==> src/rtl/div_pkg.sv <==
// Shared types and defaults for the iterative restoring divider.
package div_pkg;

    localparam int DIV_WIDTH_DEFAULT = 32;

    typedef enum logic [1:0] {
        IDLE,
        RUN,
        DONE
    } div_state_t;

endpackage

==> src/rtl/cla_sub.sv <==
// WIDTH-bit subtractor a - b built as a + ~b + 1 over a parallel-prefix carry network.
module cla_sub
    import div_pkg::*;
#(
    parameter int WIDTH = DIV_WIDTH_DEFAULT + 1
) (
    input  logic [WIDTH-1:0] a_i,
    input  logic [WIDTH-1:0] b_i,
    output logic [WIDTH-1:0] diff_o,
    output logic             borrow_o
);

    localparam int unsigned N = WIDTH;

    logic [N-1:0] g;
    logic [N-1:0] p;
    logic [N-1:0] gk;
    logic [N-1:0] pk;

    assign g = a_i & ~b_i;
    assign p = a_i ^ ~b_i;

    // Carry-in of 1 is folded into bit 0, so gk[i] becomes the carry out of bit i.
    always_comb begin
        gk = {g[N-1:1], g[0] | p[0]};
        pk = p;
        for (int unsigned s = 1; s < N; s = s * 2) begin
            gk = gk | (pk & (gk << s));
            pk = pk & (pk << s);
        end
    end

    assign diff_o   = p ^ {gk[N-2:0], 1'b1};
    assign borrow_o = ~gk[N-1];

`ifdef FORMAL
    always_comb begin
        assert (diff_o == a_i - b_i);
        assert (borrow_o == (a_i < b_i));
    end
`endif

endmodule

==> src/rtl/div_restoring.sv <==
// Iterative unsigned restoring divider, one shift-and-subtract step per clock.
// Define DIV_ZERO_FAST_EN to finish a divide-by-zero one cycle after accept.
module div_restoring
    import div_pkg::*;
#(
    parameter int WIDTH = DIV_WIDTH_DEFAULT
) (
    input  logic             clk,
    input  logic             rst_n,
    input  logic             in_valid,
    output logic             in_ready,
    input  logic [WIDTH-1:0] dividend,
    input  logic [WIDTH-1:0] divisor,
    output logic             out_valid,
    input  logic             out_ready,
    output logic [WIDTH-1:0] quotient,
    output logic [WIDTH-1:0] remainder,
    output logic             div_by_zero
);

    localparam int CW = $clog2(WIDTH);
    localparam logic [CW-1:0] CNT_LAST = CW'(WIDTH - 1);

    div_state_t       state_q, state_d;
    logic [WIDTH-1:0] q_q, q_d;
    logic [WIDTH-1:0] d_q, d_d;
    logic [WIDTH:0]   r_q, r_d;
    logic [CW-1:0]    cnt_q, cnt_d;
    logic             dbz_q, dbz_d;
    logic [WIDTH-1:0] quo_q, quo_d;
    logic [WIDTH-1:0] rem_q, rem_d;
    logic             dbz_out_q, dbz_out_d;

    logic [WIDTH:0]   r_shift;
    logic [WIDTH:0]   diff;
    logic             borrow;
    logic             r_msb_unused;

    // The restore keeps R below D, so R's top bit never reaches the next shift.
    assign r_shift      = {r_q[WIDTH-1:0], q_q[WIDTH-1]};
    assign r_msb_unused = r_q[WIDTH];

    cla_sub #(
        .WIDTH(WIDTH + 1)
    ) u_sub (
        .a_i     (r_shift),
        .b_i     ({1'b0, d_q}),
        .diff_o  (diff),
        .borrow_o(borrow)
    );

    always_comb begin
        state_d   = state_q;
        q_d       = q_q;
        d_d       = d_q;
        r_d       = r_q;
        cnt_d     = cnt_q;
        dbz_d     = dbz_q;
        quo_d     = quo_q;
        rem_d     = rem_q;
        dbz_out_d = dbz_out_q;

        case (state_q)
            IDLE: begin
                if (in_valid) begin
                    q_d     = dividend;
                    d_d     = divisor;
                    r_d     = '0;
                    cnt_d   = CNT_LAST;
                    dbz_d   = (divisor == '0);
                    state_d = RUN;
                end
            end
            RUN: begin
`ifdef DIV_ZERO_FAST_EN
                if (dbz_q) begin
                    // Dividend is still unshifted in Q on the first RUN cycle.
                    quo_d     = '1;
                    rem_d     = q_q;
                    dbz_out_d = 1'b1;
                    state_d   = DONE;
                end else begin
`else
                begin
`endif
                    q_d   = {q_q[WIDTH-2:0], ~borrow};
                    r_d   = borrow ? r_shift : diff;
                    cnt_d = cnt_q - 1'b1;
                    if (cnt_q == '0) begin
                        quo_d     = {q_q[WIDTH-2:0], ~borrow};
                        rem_d     = r_d[WIDTH-1:0];
                        dbz_out_d = dbz_q;
                        state_d   = DONE;
                    end
                end
            end
            DONE: begin
                if (out_ready) begin
                    state_d = IDLE;
                end
            end
            default: state_d = IDLE;
        endcase
    end

    always_ff @(posedge clk or negedge rst_n) begin
        if (!rst_n) begin
            state_q   <= IDLE;
            q_q       <= '0;
            d_q       <= '0;
            r_q       <= '0;
            cnt_q     <= '0;
            dbz_q     <= 1'b0;
            quo_q     <= '0;
            rem_q     <= '0;
            dbz_out_q <= 1'b0;
        end else begin
            state_q   <= state_d;
            q_q       <= q_d;
            d_q       <= d_d;
            r_q       <= r_d;
            cnt_q     <= cnt_d;
            dbz_q     <= dbz_d;
            quo_q     <= quo_d;
            rem_q     <= rem_d;
            dbz_out_q <= dbz_out_d;
        end
    end

    assign in_ready    = (state_q == IDLE);
    assign out_valid   = (state_q == DONE);
    assign quotient    = quo_q;
    assign remainder   = rem_q;
    assign div_by_zero = dbz_out_q;

endmodule

==> config.mk <==
export PLATFORM = sky130hd
export DESIGN_NAME = div_restoring
export DESIGN_NICKNAME = d
export VERILOG_FILES = /design/src/rtl/div_pkg.sv /design/src/rtl/cla_sub.sv /design/src/rtl/div_restoring.sv
export SDC_FILE = /design/constraint.sdc
export NUM_CORES = 1
export LEC_CHECK = 0
export ABC_AREA = 1
export CORE_ASPECT_RATIO = 0.6
export CORE_MARGIN = 2
export CORE_UTILIZATION = 55
export DETAILED_ROUTE_END_ITERATION = 12
export GPL_TIMING_DRIVEN = 0
export HOLD_SLACK_MARGIN = 0.08
export PLACE_DENSITY = 0.8
export SLEW_MARGIN = 30
export SYNTH_ARGS = -nofsm -noshare
export SYNTH_HDL_FRONTEND = slang
export SYNTH_HIERARCHICAL = 1
export SYNTH_SLANG_ARGS = --single-unit
==> constraint.sdc <==
create_clock -name clk -period 2.6 [get_ports clk]
set_input_delay 0.52 -clock clk [delete_from_list [all_inputs] [get_ports clk]]
set_output_delay 0.52 -clock clk [all_outputs]
set_load 0.005 [all_outputs]
==> results.toml, run 1 <==
[outcome]
status = "finished clean"

[grt]
antenna_found_initial = 0
grt_usage_pct = 31.1
grt_pass1_wl_um = 44800
first_global_vias = 8868
grt-ovfl-total = 0
grt_max_degree = 87

[final_layout]
final_util_pct = 73.3
seq_area_mm2 = 0.00424
final_cell_mix = "nand2_1, inv_1, dfrtp_1, clkdlybuf4s50_1, o21ai_0"
fillers = 1303
syn_to_final_growth_pct = 31.2
drive_gt1_share_pct = 12.3
multi_input_area_mm2 = 0.00474
fin_nets = 1610
final_common_cell = "nand2_1"
num_antenna_cells = 0

[power]
power.leakage_nw = 6.54
ir_drop_uv = 794
powerDensity_mw_per_mm2 = 1550

[placed_design]
dp_slack_ps = -502
dp_hpwl_um = 20200
globalplace.congestion = 1.01
portBuffers = 134

[synth]
postSynthCellCount = 1327
synth-warning-count = 6
synth_area_per_cell_um2 = 7.19
syn-cell-area_mm2 = 0.00955
syn_nets = 1430

[critical_path]
path_class = "reg -> reg"
required_ps = 2920
path_cells = "inv_2 > ha_4 > buf_6 > nand2_1 > nand2_1 > nand2_1 > nand2_1 > nand2_1 > nand3_2 > nand2_2 > nand2_2 > a21oi_2 > clkbuf_8 > clkinvlp_4 > buf_12 > buf_8 > nand2_1 > nand2_1 > a22o_1"
cp.arrival_ps = 2870
crit_top_cell = "nand2_1"
crit_path_top_delay_cell = "dfrtp_1"
critPathTopFamily = "buffers and inverters"
critical_path.max_fanout = 7
slowest_delay_ps = 390
end_kind = "register"
critPathBufInv = 6
cp-start-kind = "register"

[die]
std_cell_rows = 37
io_pins = 135
coreArea_mm2 = 0.0171
start_util_pct = 55.9
die_area_mm2 = 0.0185
fp.dieH_um = 106
fp.dieW_um = 174

[clock_network]
cts-root-buf = "clkbuf_16"
h-tree-depth = 4
cts_tree = "built"
clk_pin_slew_worst_paths_ps = 70
clk_latency_ps = 440
cts_hold_buf = 0
cts.sinks = 169
cts_made_buffers = 17
clock_path_buffers = 2

[sta]
setup_slack_ps = 46.0
fmax_mhz = 392
max_slew_margin_pct = 54.4
fin_crit_sh_pct = 98.2
clock_skew_ps = 11.9
finalHoldViolations = 0
worst_pin_slew_ps = 684
setup_violations = 0
drv_slew = 0
fin_crit_ps = 2550

[route]
post-route-drc-count = 0
first_pass_iters = 7
drt_iter0_markers = 991
ant_nets = 0
wirelength_um = 28800
vias = 9396
wl_per_cell_um = 16.4
avgViaCountPerCell = 5.36

[flow_run]
cap_violations = 0

[worst_hold_path]
min_path_type = "in -> async"
-- final cells by class --
class,instances,area share (%)
Clock inverter,13,1.10
Timing Repair Buffer,161,12.8
Tap cell,234,2.34
Buffer,45,1.97
Inverter,219,6.59
Clock buffer,19,3.54
Multi-Input combinational cell,894,37.8
Sequential cell,169,33.8
-- per-layer routing --
layer	share of wire [%]	vias up	routed length, µm	track usage [%]
met3	10	42	2900	7.94
met1	45	4457	13000	46.4
li1	-	4445	-	-
met5	0	-	0	0
met2	43	452	12400	45.4
met4	1.5	0	434	7.68
-- worst paths after layout --
| check | from | end | slack [ps] | depth (start not counted) |
|---|---|---|---|---|
| max | d_q[2] | r_q[2] | 50 | 19 |
| min | rst_n | remainder[19] | 70 | 1 |
| max reg2reg | d_q[2] | r_q[2] | 50 | 19 |
| min reg2reg | remainder[20] | remainder[20] | 470 | 2 |
| max in group asynchronous | rst_n | r_q[3] | 1660 | 2 |
| min in group clk | remainder[20] | remainder[20] | 470 | 2 |
-- registers in the layout, summed over array words and instances (netlist names), 2 cells and up --
name       cells
r_q           32
d_q           32
cnt_q          5
quotient      32
state_q        2
remainder     32
q_q           32
-- report_power, final --
| group | internal, W | switching [W] | total (W) |
|---|---|---|---|
| Combinational | 0.00520 | 0.00694 | 0.0121 |
| Sequential | 0.00387 | 0.000879 | 0.00475 |
| Clock | 0.00137 | 0.00117 | 0.00254 |
| Total | 0.0104 | 0.00899 | 0.0194 |
-- metrics by stage --
stage | hold slack, ps | setup TNS [ps] | instances | cell area, µm² | power (W)
2_1_floorplan | 224 | 0 | 1327 | 9550 | 0.0114
3_5_place_dp | 458 | -22830 | 1696 | 11200 | 0.0147
4_1_cts | 87.8 | 0 | 1732 | 12100 | 0.0179
3_3_place_gp | 452 | -1008850 | 1695 | 11200 | 0.0144
5_1_grt | 121 | -582 | 1754 | 12500 | 0.0209
6_report | 69.2 | 0 | 1754 | 12500 | 0.0194
-- repair_timing --
item / in CTS / in global routing
buffers inserted: 3 / 20
cloned: 1 / 2
gates resized for setup: 32 / 78
endpoints found under the setup margin: 64 / 63
pin swaps: 0 / 13
No activity file was read; power rests on OpenSTA's default activity.
==> inputs of run 2 (changes only) <==
--- a/config.mk
+++ b/config.mk
@@ -9,8 +9,9 @@
 export CORE_ASPECT_RATIO = 0.6
 export CORE_MARGIN = 2
 export CORE_UTILIZATION = 55
+export CTS_BUF_LIST = sky130_fd_sc_hd__clkbuf_2
 export DETAILED_ROUTE_END_ITERATION = 12
-export GPL_TIMING_DRIVEN = 0
+export GPL_TIMING_DRIVEN = 1
 export HOLD_SLACK_MARGIN = 0.08
 export PLACE_DENSITY = 0.8
 export SLEW_MARGIN = 30
==> results.toml, run 2 (synthesized netlist as in run 1, its figures left out) <==
[critical_path]
end_kind = "register"
crit_top_cell = "nand2_1"
cp-start-kind = "register"
cp.arrival_ps = 3110
crit_path_top_delay_cell = "fa_1"
r2r-start = "q_q[31]"
slowest_delay_ps = 420
path_class = "reg -> reg"
critical_path.max_fanout = 3
startpoint = "q_q[31]"
path_cells = "inv_1 > ha_1 > fa_1 > inv_1 > nand2_1 > nand2_1 > nand3_1 > nand2_2 > nand2_2 > nand2_2 > nand2_1 > nand3_1 > nand2_1 > nand2_1 > nand2_1 > a22o_1"
required_ps = 3240

[sta]
fmax_mhz = 404
clock_skew_ps = 49.8
worst_pin_slew_ps = 697
fin_crit_ps = 2470
max_slew_margin_pct = 53.4
setup_violations = 0
fin_crit_sh_pct = 95.2
drv_slew = 0
finalHoldViolations = 0
setup_slack_ps = 126

[placed_design]
dp_hpwl_um = 18900
post-place-cells = 1670
globalplace.congestion = 0.980
dp_slack_ps = 149
portBuffers = 134

[final_layout]
fillers = 1483
fin_nets = 1566
multi_input_area_mm2 = 0.00440
syn_to_final_growth_pct = 21.7
final_cell_mix = "nand2_1, inv_1, dfrtp_1, clkdlybuf4s50_1, o21ai_0"
seq_area_mm2 = 0.00423
fin_cells = 1710
final_common_cell = "nand2_1"
drive_gt1_share_pct = 7.11
num_antenna_cells = 0

[die]
start_util_pct = 55.9
io_pins = 135
fp.dieH_um = 106
coreArea_mm2 = 0.0171
fp.dieW_um = 174
std_cell_rows = 37
die_area_mm2 = 0.0185

[grt]
first_global_vias = 8203
globalRouteMet2Util_pct = 40.3
grt.busiest_layer = "met1"
grt_pass1_wl_um = 41400
antenna_found_initial = 0
grt_use_met1_pct = 44.2
grt_max_degree = 59
grt_usage_pct = 28.4
grtUsageMet3_pct = 6.58
grt-ovfl-total = 0

[clock_network]
clock_path_buffers = 2
h-tree-depth = 4
clk_pin_slew_worst_paths_ps = 280
cts-root-buf = "clkbuf_2"
clk_latency_ps = 750
cts_tree = "built"
cts_made_buffers = 17
cts.sinks = 169

[power]
power.share.clock_pct = 9.0
internal_power_w = 0.00855
powerDensity_mw_per_mm2 = 1430
power_switching_w = 0.00810
power.leakage_nw = 6.27
power_frac_comb_pct = 63.4
seq_power_share_pct = 27.6
ir_drop_uv = 633
switching_share_pct = 48.6

[route]
avgViaCountPerCell = 5.12
wl_per_cell_um = 14.8
vias = 8747
drt_iter0_markers = 837
post-route-drc-count = 0
first_pass_iters = 7
wirelength_um = 25400
ant_nets = 0

[worst_hold_path]
min_path_type = "in -> async"

[flow_run]
cap_violations = 0

[outcome]
status = "finished clean"
[run 2: critical path, delay by kind of cell (launching register included)]
family	cells	cell delay (ps)
compound gates	1	240
fa+ha+maj	2	640
buf+inv	2	160
flops	1	410
simple gates	11	930
[run 2: timing repair]
action,CTS,global route
hold buffers,1,0
hold endpoints to repair,162,0
endpoints found under the setup margin,0,62
setup buffers,0,7
gates resized for setup,0,19
[run 2: area by class of cell]
class / instances / area share (%)
Sequential cell: 169 / 36.4
Clock inverter: 14 / 1.36
Inverter: 219 / 7.08
Timing Repair Buffer: 162 / 14.0
Multi-Input combinational cell: 894 / 37.9
Tap cell: 234 / 2.52
Clock buffer: 18 / 0.776
[run 2: layer usage]
metal	vias up	wire length, µm
met5	-	0
met4	0	267
met3	21	1920
met2	276	10400
met1	4117	12800
li1	4333	-
[run 2: final timing paths]
kind	to	slack (ps)	cells after the start
max in group asynchronous	r_q[3]	1690	3
worst max register to register	r_q[28]	130	16
worst min-delay path	r_q[22]	240	2
min in group clk	d_q[8]	290	3
worst min register to register	remainder[22]	510	2
worst max-delay path	r_q[28]	130	16
[run 2: power groups by stage]
stage               Clock (W)  Combinational, W  Sequential [W]
finish                0.00150            0.0105         0.00459
global route          0.00168            0.0118         0.00474
CTS                   0.00155            0.0101         0.00457
detailed placement          0            0.0100         0.00462
global placement            0           0.00977         0.00458
floorplan                   0           0.00690         0.00451
[run 2: per-stage QoR]
stage	hold WS, ps	cell area, µm²	TNS, ps	power, W	util (%)
final	239	11600	0	0.0166	68.0
after global routing	178	11600	-22.7	0.0182	68.0
after CTS	167	11500	0	0.0162	67.1
after detailed placement	458	11200	0	0.0146	65.6
after global placement	454	11200	0	0.0144	65.6
after floorplan	224	9550	0	0.0114	-
==> inputs of run 3 (changes only) <==
--- a/config.mk
+++ b/config.mk
@@ -17,5 +17,4 @@
 export SLEW_MARGIN = 30
 export SYNTH_ARGS = -nofsm -noshare
 export SYNTH_HDL_FRONTEND = slang
-export SYNTH_HIERARCHICAL = 1
 export SYNTH_SLANG_ARGS = --single-unit
==> results.toml, run 3 <==
[critical_path]
critical_path.max_fanout = 4
cp-start-kind = "register"
required_ps = 2080
cp.arrival_ps = 1920
path_class = "reg -> out"
end_kind = "output pin"
worst-r2r-cell-count = 13

[die]
io_pins = 135
fp.dieH_um = 106
std_cell_rows = 37
die_area_mm2 = 0.0183
start_util_pct = 55.8
fp.dieW_um = 173
coreArea_mm2 = 0.0170

[grt]
antenna_found_initial = 0
grt_pass1_wl_um = 41800
grt-ovfl-total = 0
first_global_vias = 7963
grt_max_degree = 57
grt_usage_pct = 29.1

[synth]
synth_area_leaders = "dfrtp_1, nand2_1, inv_1"
synth-warning-count = 0
synth_area_per_cell_um2 = 7.25
synthDistinctLibCells = 36
synth_top_family_by_area = "simple AND/OR/NAND/NOR gates"
ys_ff_latch = 169
seq_area_frac_synth_pct = 44.6
synth_edf_count = 0
synthTopCellsByCount = "nand2_1, inv_1, dfrtp_1"
syn-cell-area_mm2 = 0.00948
yosys.area.top_type_share_pct = 44.6
synth_fa_ha_area_share_pct = 4.70
yosysMostFrequentCell = "nand2_1"
synth_mux_area_share_pct = 0
async_reset_ff_share_pct = 100
synth-main-ff-cell = "dfrtp_1"
postSynthCellCount = 1307
synthSimpleGateAreaFrac_pct = 29.6
synth_compound_area_share_pct = 9.45
synth_xor_xnor_area_share_pct = 1.39
synth_top_cell_by_area = "dfrtp_1"
syn_nets = 1410

[final_layout]
final_cell_mix = "nand2_1, inv_1, dfrtp_1, clkdlybuf4s50_1, o21ai_0"
num_antenna_cells = 0
drive_gt1_share_pct = 5.26
fillers = 1557
final_common_cell = "nand2_1"
fin_nets = 1536
syn_to_final_growth_pct = 18.9

[placed_design]
dp_hpwl_um = 19500
portBuffers = 134
globalplace.congestion = 0.952
dp_slack_ps = 208

[route]
vias = 8648
first_pass_iters = 6
wl_per_cell_um = 15.5
ant_nets = 0
drt_iter0_markers = 849
avgViaCountPerCell = 5.15
wirelength_um = 26000
post-route-drc-count = 0

[sta]
clock_skew_ps = 39.7
worst_pin_slew_ps = 550
finalHoldViolations = 0
holdWs_ps = 229
fin_crit_ps = 2440
max_slew_margin_pct = 63.4
fin_crit_sh_pct = 93.7
fmax_mhz = 411
setup-tns-final_ps = 0
drv_slew = 0
setup_slack_ps = 165
rsz0062_at_grt = "no"
setup_violations = 0

[power]
seq_power_share_pct = 27.2
power.leakage_nw = 6.00
fin_total_pwr_w = 0.0172
ir_drop_uv = 707
power.share.clock_pct = 7.3
power_switching_w = 0.00880
internal_power_w = 0.00843
power_frac_comb_pct = 65.6
powerDensity_mw_per_mm2 = 1530
switching_share_pct = 51.1

[clock_network]
cts_made_buffers = 17
cts_tree = "built"
h-tree-depth = 4
clk_latency_ps = 780
clock_path_buffers = 2
cts.sinks = 169
clk_pin_slew_worst_paths_ps = 260
cts-root-buf = "clkbuf_2"
cts_setup_buffers = 0

[flow_run]
cap_violations = 0

[worst_hold_path]
min_path_type = "in -> async"

[outcome]
status = "finished clean"
-- run 3: area by class of cell --
type | instances | area (µm²) | share of cell area, %
multi-input cells | 890 | 4280 | 38.0
flip-flops and latches | 169 | 4230 | 37.5
repair buffers | 150 | 1500 | 13.3
inverters | 205 | 772 | 6.85
well taps | 234 | 293 | 2.60
clock buffers | 19 | 95.1 | 0.844
clock inverters | 12 | 92.6 | 0.822
-- run 3: cells by family (layout without fill, tap and decap cells) --
kind of cell,after synthesis,after routing
AOI/OAI and AO/OA,160,160
buffers and inverters,248,386
DFF,169,169
adders and majority gates,35,35
and+or+nand+nor,680,680
xor gates and xnor gates,15,15
-- run 3: worst paths after layout --
check	startpoint	to	slack, ps
hold / removal	rst_n	quotient[3]	230
setup / recovery	state_q[0]	in_ready	160
min in group clk	out_ready	state_q[1]	280
hold reg to reg	remainder[12]	remainder[12]	510
setup reg to reg	r_q[23]	remainder[2]	170
max in group asynchronous	rst_n	r_q[9]	1680
-- run 3: timing repair --
item,4_1_cts,5_1_grt
endpoints found under the setup margin,0,37
hold endpoints to repair,77,0
gates resized for setup,0,3
hold buffers,1,0
-- run 3: per-stage QoR --
| stage | cells | area (µm²) | util, % |
|---|---|---|---|
| 2_1_floorplan | 1307 | 9480 | - |
| 3_3_place_gp | 1647 | 11100 | 65.1 |
| 3_5_place_dp | 1647 | 11100 | 65.1 |
| 4_1_cts | 1679 | 11300 | 66.3 |
| 5_1_grt | 1679 | 11300 | 66.3 |
| 6_report | 1679 | 11300 | 66.3 |
-- run 3: layer usage --
| layer | track usage, % | vias to the layer above | share of wire [%] |
|---|---|---|---|
| li1 | - | 4327 | - |
| met1 | 45.1 | 4012 | 50 |
| met2 | 42.9 | 287 | 42 |
| met3 | 4.76 | 22 | 6.3 |
| met4 | 5.93 | 0 | 1.0 |
| met5 | 0 | - | 0 |
-- run 3: worst max-delay path: stages, from the launching register on --
cell,delay [ps]
dfrtp_1,460
nor2_1,160
clkdlybuf4s50_1,540
-- run 3: power groups by stage --
| stage | Sequential, W | Clock, W | Combinational [W] |
|---|---|---|---|
| 6_report | 0.00468 | 0.00125 | 0.0113 |
| 5_1_grt | 0.00483 | 0.00138 | 0.0127 |
| 4_1_cts | 0.00467 | 0.00128 | 0.0112 |
| 3_5_place_dp | 0.00472 | 0 | 0.0111 |
| 3_3_place_gp | 0.00468 | 0 | 0.0110 |
| 2_1_floorplan | 0.00459 | 0 | 0.00775 |
